`src/rtl/link_pkg.sv`:
```
// link_pkg: shared receiver state encoding, status bit positions and default register addresses.
package link_pkg;
  typedef enum logic [2:0] {IDLE, START, DATA, PARITY, STOP, BREAK} rx_state_t;
  localparam int ST_VALID = 7;
  localparam int ST_OVR = 6;
  localparam int ST_FERR = 5;
  localparam int ST_PERR = 4;
  localparam logic [15:0] DATA_ADDR_DEF = 16'hff03;
  localparam logic [15:0] STAT_ADDR_DEF = 16'hff08;
endpackage

```
`src/rtl/link_rx_fifo.sv`:
```
// link_rx_fifo: small single-clock byte FIFO; a push into a full FIFO only lands when a pop frees a slot in the same cycle.
module link_rx_fifo import link_pkg::*; #(
  parameter int DEPTH = 4
) (
  input  logic                     clockgb,
  input  logic                     resetn,
  input  logic                     push,
  input  logic                     pop,
  input  logic [7:0]               din,
  output logic [7:0]               dout,
  output logic                     empty,
  output logic                     full,
  output logic [$clog2(DEPTH):0]   count
);
  localparam int AW = $clog2(DEPTH);
  logic [7:0] mem [DEPTH];
  logic [AW-1:0] wp, rp;
  logic do_push, do_pop;
  assign empty = count == '0;
  assign full = count == (AW+1)'(DEPTH);
  assign do_pop = pop && !empty;
  assign do_push = push && (!full || do_pop);
  assign dout = mem[rp];
  always_ff @(posedge clockgb)
    if (do_push) mem[wp] <= din;
  always_ff @(posedge clockgb) begin
    if (!resetn) begin
      wp <= '0;
      rp <= '0;
      count <= '0;
    end else begin
      if (do_push) wp <= wp + 1'b1;
      if (do_pop) rp <= rp + 1'b1;
      count <= count + (AW+1)'(do_push) - (AW+1)'(do_pop);
    end
  end
endmodule

```
`src/rtl/link_rx.sv`:
```
// link_rx: 16x-oversampled UART receiver with byte FIFO and data/status registers.
// Define LINK_RX_PARITY_EN for 8E1 framing with a PERR status flag; default is 8N1.
module link_rx import link_pkg::*; #(
  parameter int          CLK_HZ    = 4194304,
  parameter int          BAUD      = 115200,
  parameter int          DEPTH     = 4,
  parameter logic [15:0] DATA_ADDR = DATA_ADDR_DEF,
  parameter logic [15:0] STAT_ADDR = STAT_ADDR_DEF
) (
  input  logic        clockgb,
  input  logic        resetn,
  input  logic [15:0] address,
  input  logic [7:0]  indata,
  output logic [7:0]  outdata,
  input  logic        load,
  input  logic        store,
  input  logic        UART_RX,
  output logic        irq
);
`ifdef LINK_RX_PARITY_EN
  localparam bit PAR_EN = 1'b1;
`else
  localparam bit PAR_EN = 1'b0;
`endif
  localparam int AW = $clog2(CLK_HZ) + 1;
  localparam int CW = $clog2(DEPTH) + 1;
  localparam logic [AW:0] INC = (AW+1)'(16 * BAUD);
  localparam logic [AW:0] LIM = (AW+1)'(CLK_HZ);
  rx_state_t state, nxt;
  logic [AW-1:0] acc;
  logic [AW:0] sum, acc_nx;
  logic [1:0] sync;
  logic [3:0] os;
  logic [2:0] bitn;
  logic [7:0] shreg, dout;
  logic [CW-1:0] cnt_f;
  logic [2:0] wclr;
  logic rx, tick, mid, last, clr, shift, stop_ok, ferr_set, perr_set, ovr_set;
  logic push_q, load_q, pop, empty, full, ovr, ferr, perr, rd_d, rd_s;
  logic unused;
  assign rx = sync[1];
  assign sum = {1'b0, acc} + INC;
  assign tick = sum >= LIM;
  assign acc_nx = tick ? sum - LIM : sum;
  assign unused = ^{indata[7], indata[3:0], indata[ST_PERR]};
  always_ff @(posedge clockgb)
    state <= !resetn ? IDLE : nxt;
  always_comb begin
    nxt = state;
    case (state)
      IDLE:   if (!rx) nxt = START;
      START:  if (mid) nxt = rx ? IDLE : DATA;
      DATA:   if (last && bitn == 3'd7) nxt = PAR_EN ? PARITY : STOP;
`ifdef LINK_RX_PARITY_EN
      PARITY: if (last) nxt = STOP;
`endif
      STOP:   if (last) nxt = rx ? IDLE : BREAK;
      BREAK:  if (rx) nxt = IDLE;
      default: nxt = IDLE;
    endcase
  end
  always_comb begin
    mid = tick && os == 4'd7;
    last = tick && os == 4'd15;
    clr = state == IDLE && !rx;
    shift = state == DATA && last;
    stop_ok = state == STOP && last && rx;
    ferr_set = state == STOP && last && !rx;
`ifdef LINK_RX_PARITY_EN
    perr_set = state == PARITY && last && (rx != ^shreg);
`else
    perr_set = 1'b0;
`endif
  end
  // A pop on the same edge frees the slot, so a push into a full FIFO is then not an overrun.
  assign pop = load && !load_q && address == DATA_ADDR;
  assign irq = push_q && (!full || pop);
  assign ovr_set = push_q && full && !pop;
  assign wclr = store && address == STAT_ADDR ? indata[ST_OVR:ST_PERR] : 3'b000;
  always_ff @(posedge clockgb) begin
    if (!resetn) begin
      sync <= 2'b11;
      acc <= '0;
      os <= '0;
      bitn <= '0;
      shreg <= '0;
      push_q <= 1'b0;
      load_q <= 1'b0;
      ovr <= 1'b0;
      ferr <= 1'b0;
      perr <= 1'b0;
    end else begin
      sync <= {sync[0], UART_RX};
      load_q <= load;
      push_q <= stop_ok;
      acc <= clr ? '0 : acc_nx[AW-1:0];
      os <= (clr || (state == START && mid)) ? 4'd0 : tick ? os + 4'd1 : os;
      bitn <= clr ? 3'd0 : shift ? bitn + 3'd1 : bitn;
      if (shift) shreg <= {rx, shreg[7:1]};
      ovr <= (ovr && !wclr[2]) || ovr_set;
      ferr <= (ferr && !wclr[1]) || ferr_set;
      perr <= (perr && !wclr[0]) || perr_set;
    end
  end
  link_rx_fifo #(.DEPTH(DEPTH)) u_fifo (
    .clockgb(clockgb), .resetn(resetn), .push(push_q), .pop(pop), .din(shreg),
    .dout(dout), .empty(empty), .full(full), .count(cnt_f)
  );
  assign rd_d = load && address == DATA_ADDR;
  assign rd_s = load && address == STAT_ADDR;
  assign outdata = rd_d ? (empty ? 8'hff : dout)
                 : rd_s ? {!empty, ovr, ferr, perr, 1'b0, 3'(cnt_f)} : 8'h00;
endmodule

```
`config.mk`:
```
export PLATFORM = sky130hd
export DESIGN_NAME = link_rx
export DESIGN_NICKNAME = d
export VERILOG_FILES = /design/src/rtl/link_pkg.sv /design/src/rtl/link_rx_fifo.sv /design/src/rtl/link_rx.sv
export SDC_FILE = /design/constraint.sdc
export NUM_CORES = 1
export LEC_CHECK = 0
export ABC_CLOCK_PERIOD_IN_PS = 4200
export CAP_MARGIN = 20
export CORE_MARGIN = 4
export CORE_UTILIZATION = 55
export CTS_CLUSTER_DIAMETER = 80
export CTS_CLUSTER_SIZE = 20
export DETAILED_ROUTE_END_ITERATION = 12
export GPL_TIMING_DRIVEN = 1
export HOLD_SLACK_MARGIN = 0.15
export PLACE_DENSITY = 0.82
export SYNTH_ARGS = -nofsm -noshare
export SYNTH_HDL_FRONTEND = slang
export SYNTH_SLANG_ARGS = --single-unit
export TNS_END_PERCENT = 50
```
`constraint.sdc`:
```
create_clock -name clockgb -period 4.2 [get_ports clockgb]
set_input_delay 1.05 -clock clockgb [delete_from_list [all_inputs] [get_ports clockgb]]
set_output_delay 1.05 -clock clockgb [all_outputs]
set_load 0.05 [all_outputs]
```
==> run metrics <==
Post-synth EDFFs=32; gpl congestion=0.801; die height=86.2 µm; R2R Setup Slk=1.87 ns; max-slew violation count=0; status=finished, final reports clean; DRC Markers=0; Critical Path AT=3.07 ns; Filler cells=422; Synth top area share=28.6%; first-pass GRT wire length=11000 µm; Clock transition at path regs=0.07 ns; Adder-Cell Fraction of Synth Area=4.32%; FF+latch count, synth=76; Nets=370; dpl ws=-0.0713 ns; mapped cell area=0.00336 mm²; Worst Path Required=3.15 ns; Post-Synth Simple-Gate Area=19.0%; Mean Syn Cell Area=11.6 µm²; Final Non-Filler Cells=410; Worst Skew=0.00896 ns; Rows=28; final WL=6520 µm; initial antenna violation count=0; most common cell after layout, fill and taps aside=dfxtp_1; multi-input logic area=0.00145 mm²; critical path class=in2out; Port Buf Inserts=32; Synth Area in Compound Gates=7.48%; clk root buf=clkbuf_8; vias in the first global route=2352; Netlist cell types=46; final hold vios=0; Worst Tran Pin Value=0.847 ns; Tmin final=4.12 ns; number of nets with antenna violations after routing=0; core area=0.00592 mm²; worst setup path start=address[2]; area grow syn2layout=21.4%; layout cells sized above 1=15.5%; Max Fclk=0.243 GHz; drt first pass iters=4; Worst Hold Launch=sync[0]$_SDFF_PN1_; WL/cell=15.9 µm; Iter 0 DRT Violations=145; vias post-DR=2302; largest area contributor in the netlist=edfxtp_1; Final TNS setup=0 ns; setup ws final=0.0773 ns; post-synthesis mux area share=9.23%; hpwl dp=4720 µm; cells taking the most area after synthesis=edfxtp_1 29%, dfxtp_1 26%, mux4_2 5.4%; post-synthesis sequential area ratio=54.8%; Via density=5.61; leakage dissipation=1.63 nW; FF/Latch Area=0.00184 mm²; setup violators final=0; Startpoint Class=input port; syn_nets=331; hold buffer count at cts=0; ys async rst share=0%; clk sinks=76; RSZ-0062 raised after global routing=true; Remaining Overflow, GRT=0; post-CTS setup buffer count=0; xor-xnor portion of the synthesized cell area=2.86%; clk_lat worst skew=0.35 ns; R2R Path Start=u_fifo.count[2]$_SDFF_PN0_; CTS Buf Count=9; slew margin rel.=42.9%; DIE AREA=0.00743 mm²; Longest Clk Path Bufs=2; total global-route track usage=19.4%; leading cell types in the layout, fill and taps excluded=44 x dfxtp_1, 34 x nand2_1, 32 x edfxtp_1, 24 x nor2_1, 23 x clkdlybuf4s50_1; CP endpoint kind=primary output; Hold WC Path Type=reg2reg; top_reg_cell synth=dfxtp_1; period utilization=98.2%; Max VDD drop=0.168 mV; Post-Synthesis Cells=291; Yosys Warn Count=0; critical path fanouts, max=3; die width=86.2 µm; TritonCTS clock tree=yes; H-tree depth=3; Initial Util=56.8%; ANT cells=0; Cells after DPL=394; largest net degree at the start of global routing=24; num ports=38; Pwr Density=343 mW/mm²; Max-Cap Viols=0; largest family of logic cells by synthesized area=simple AND/OR/NAND/NOR gates
==> where the power goes <==
part	leakage, nW	switching [mW]	internal, mW	total [mW]
Clock	0.0962	0.262	0.274	0.536
Sequential	0.729	0.0131	0.774	0.787
Combinational	0.802	0.0364	0.0409	0.0773
Total	1.63	0.311	1.09	1.40
==> sequential cells by signal, indices dropped and copies added, names as in the netlist, 3 cells and up, named ones only <==
name and count:
u_fifo.mem 32, acc 10, shreg 8, u_fifo.count 3, state 3, bitn 3
os 4
==> cells by family (layout without fill, tap and decap cells) <==
| logic type | count (synthesis) | after routing |
|---|---|---|
| buffers and inverters | 20 | 64 |
| and+or+nand+nor | 120 | 120 |
| AOI/OAI and AO/OA | 32 | 32 |
| xor gates and xnor gates | 11 | 11 |
| muxes | 21 | 21 |
| DFF | 76 | 76 |
| adders and majority gates | 11 | 11 |
==> synth_stat cells (7+ instances only) <==
cell	n
nor2_1	24
nand3_1	8
nand2_1	34
nand2b_1	7
edfxtp_1	32
inv_1	8
mux2i_1	13
ha_1	10
mux4_2	8
clkbuf_1	10
dfxtp_1	44
and2_1	13
xnor2_1	9
==> critical path, cell delays in order <==
cell	delay (ns)
clkdlybuf4s50_1	0.39
or3_1	0.38
or4_4	0.46
nor4_4	0.19
nand2_1	0.16
o22ai_1	0.27
buf_12	0.18
==> routing by layer <==
layer | vias to the layer above | wire length (µm) | GRT usage, %
met5 | - | 0 | 0
met1 | 1080 | 2780 | 24.0
li1 | 1140 | - | -
met3 | 14 | 397 | 4.66
met4 | 0 | 138 | 9.21
met2 | 68 | 3200 | 32.2
==> final timing paths <==
kind / to / cells past startpoint
min: sync[1]$_SDFF_PN1_ / 1
max reg2reg: u_fifo.count[2]$_SDFF_PN0_ / 10
max: outdata[0] / 7
min reg2reg: sync[1]$_SDFF_PN1_ / 1
==> metrics by stage <==
step                hold slack [ns]  total power [mW]  util (%)  cell area [µm²]
floorplan                     0.386             0.844         -             3360
global placement              0.394             0.877      65.5             3880
detailed placement            0.403             0.882      65.5             3880
CTS                           0.423              1.42      68.9             4080
global route                  0.456              1.47      68.9             4080
finish                        0.417              1.40      68.9             4080
==> repair_timing <==
item / in CTS / in global routing
hold endpoints to repair: 0 / 0
pin swaps: 1 / 0
gates resized for setup: 2 / 0
setup endpoints to repair: 7 / 2
==> cell type report <==
type / instances / share of cell area [%]
Sequential cell: 76 / 45.1
Timing Repair Buffer: 40 / 11.5
Clock buffer: 10 / 3.13
Tap cell: 75 / 2.30
Clock inverter: 6 / 1.59
Multi-Input combinational cell: 195 / 35.6
Inverter: 8 / 0.736
Power figures use the tool's default switching activity.
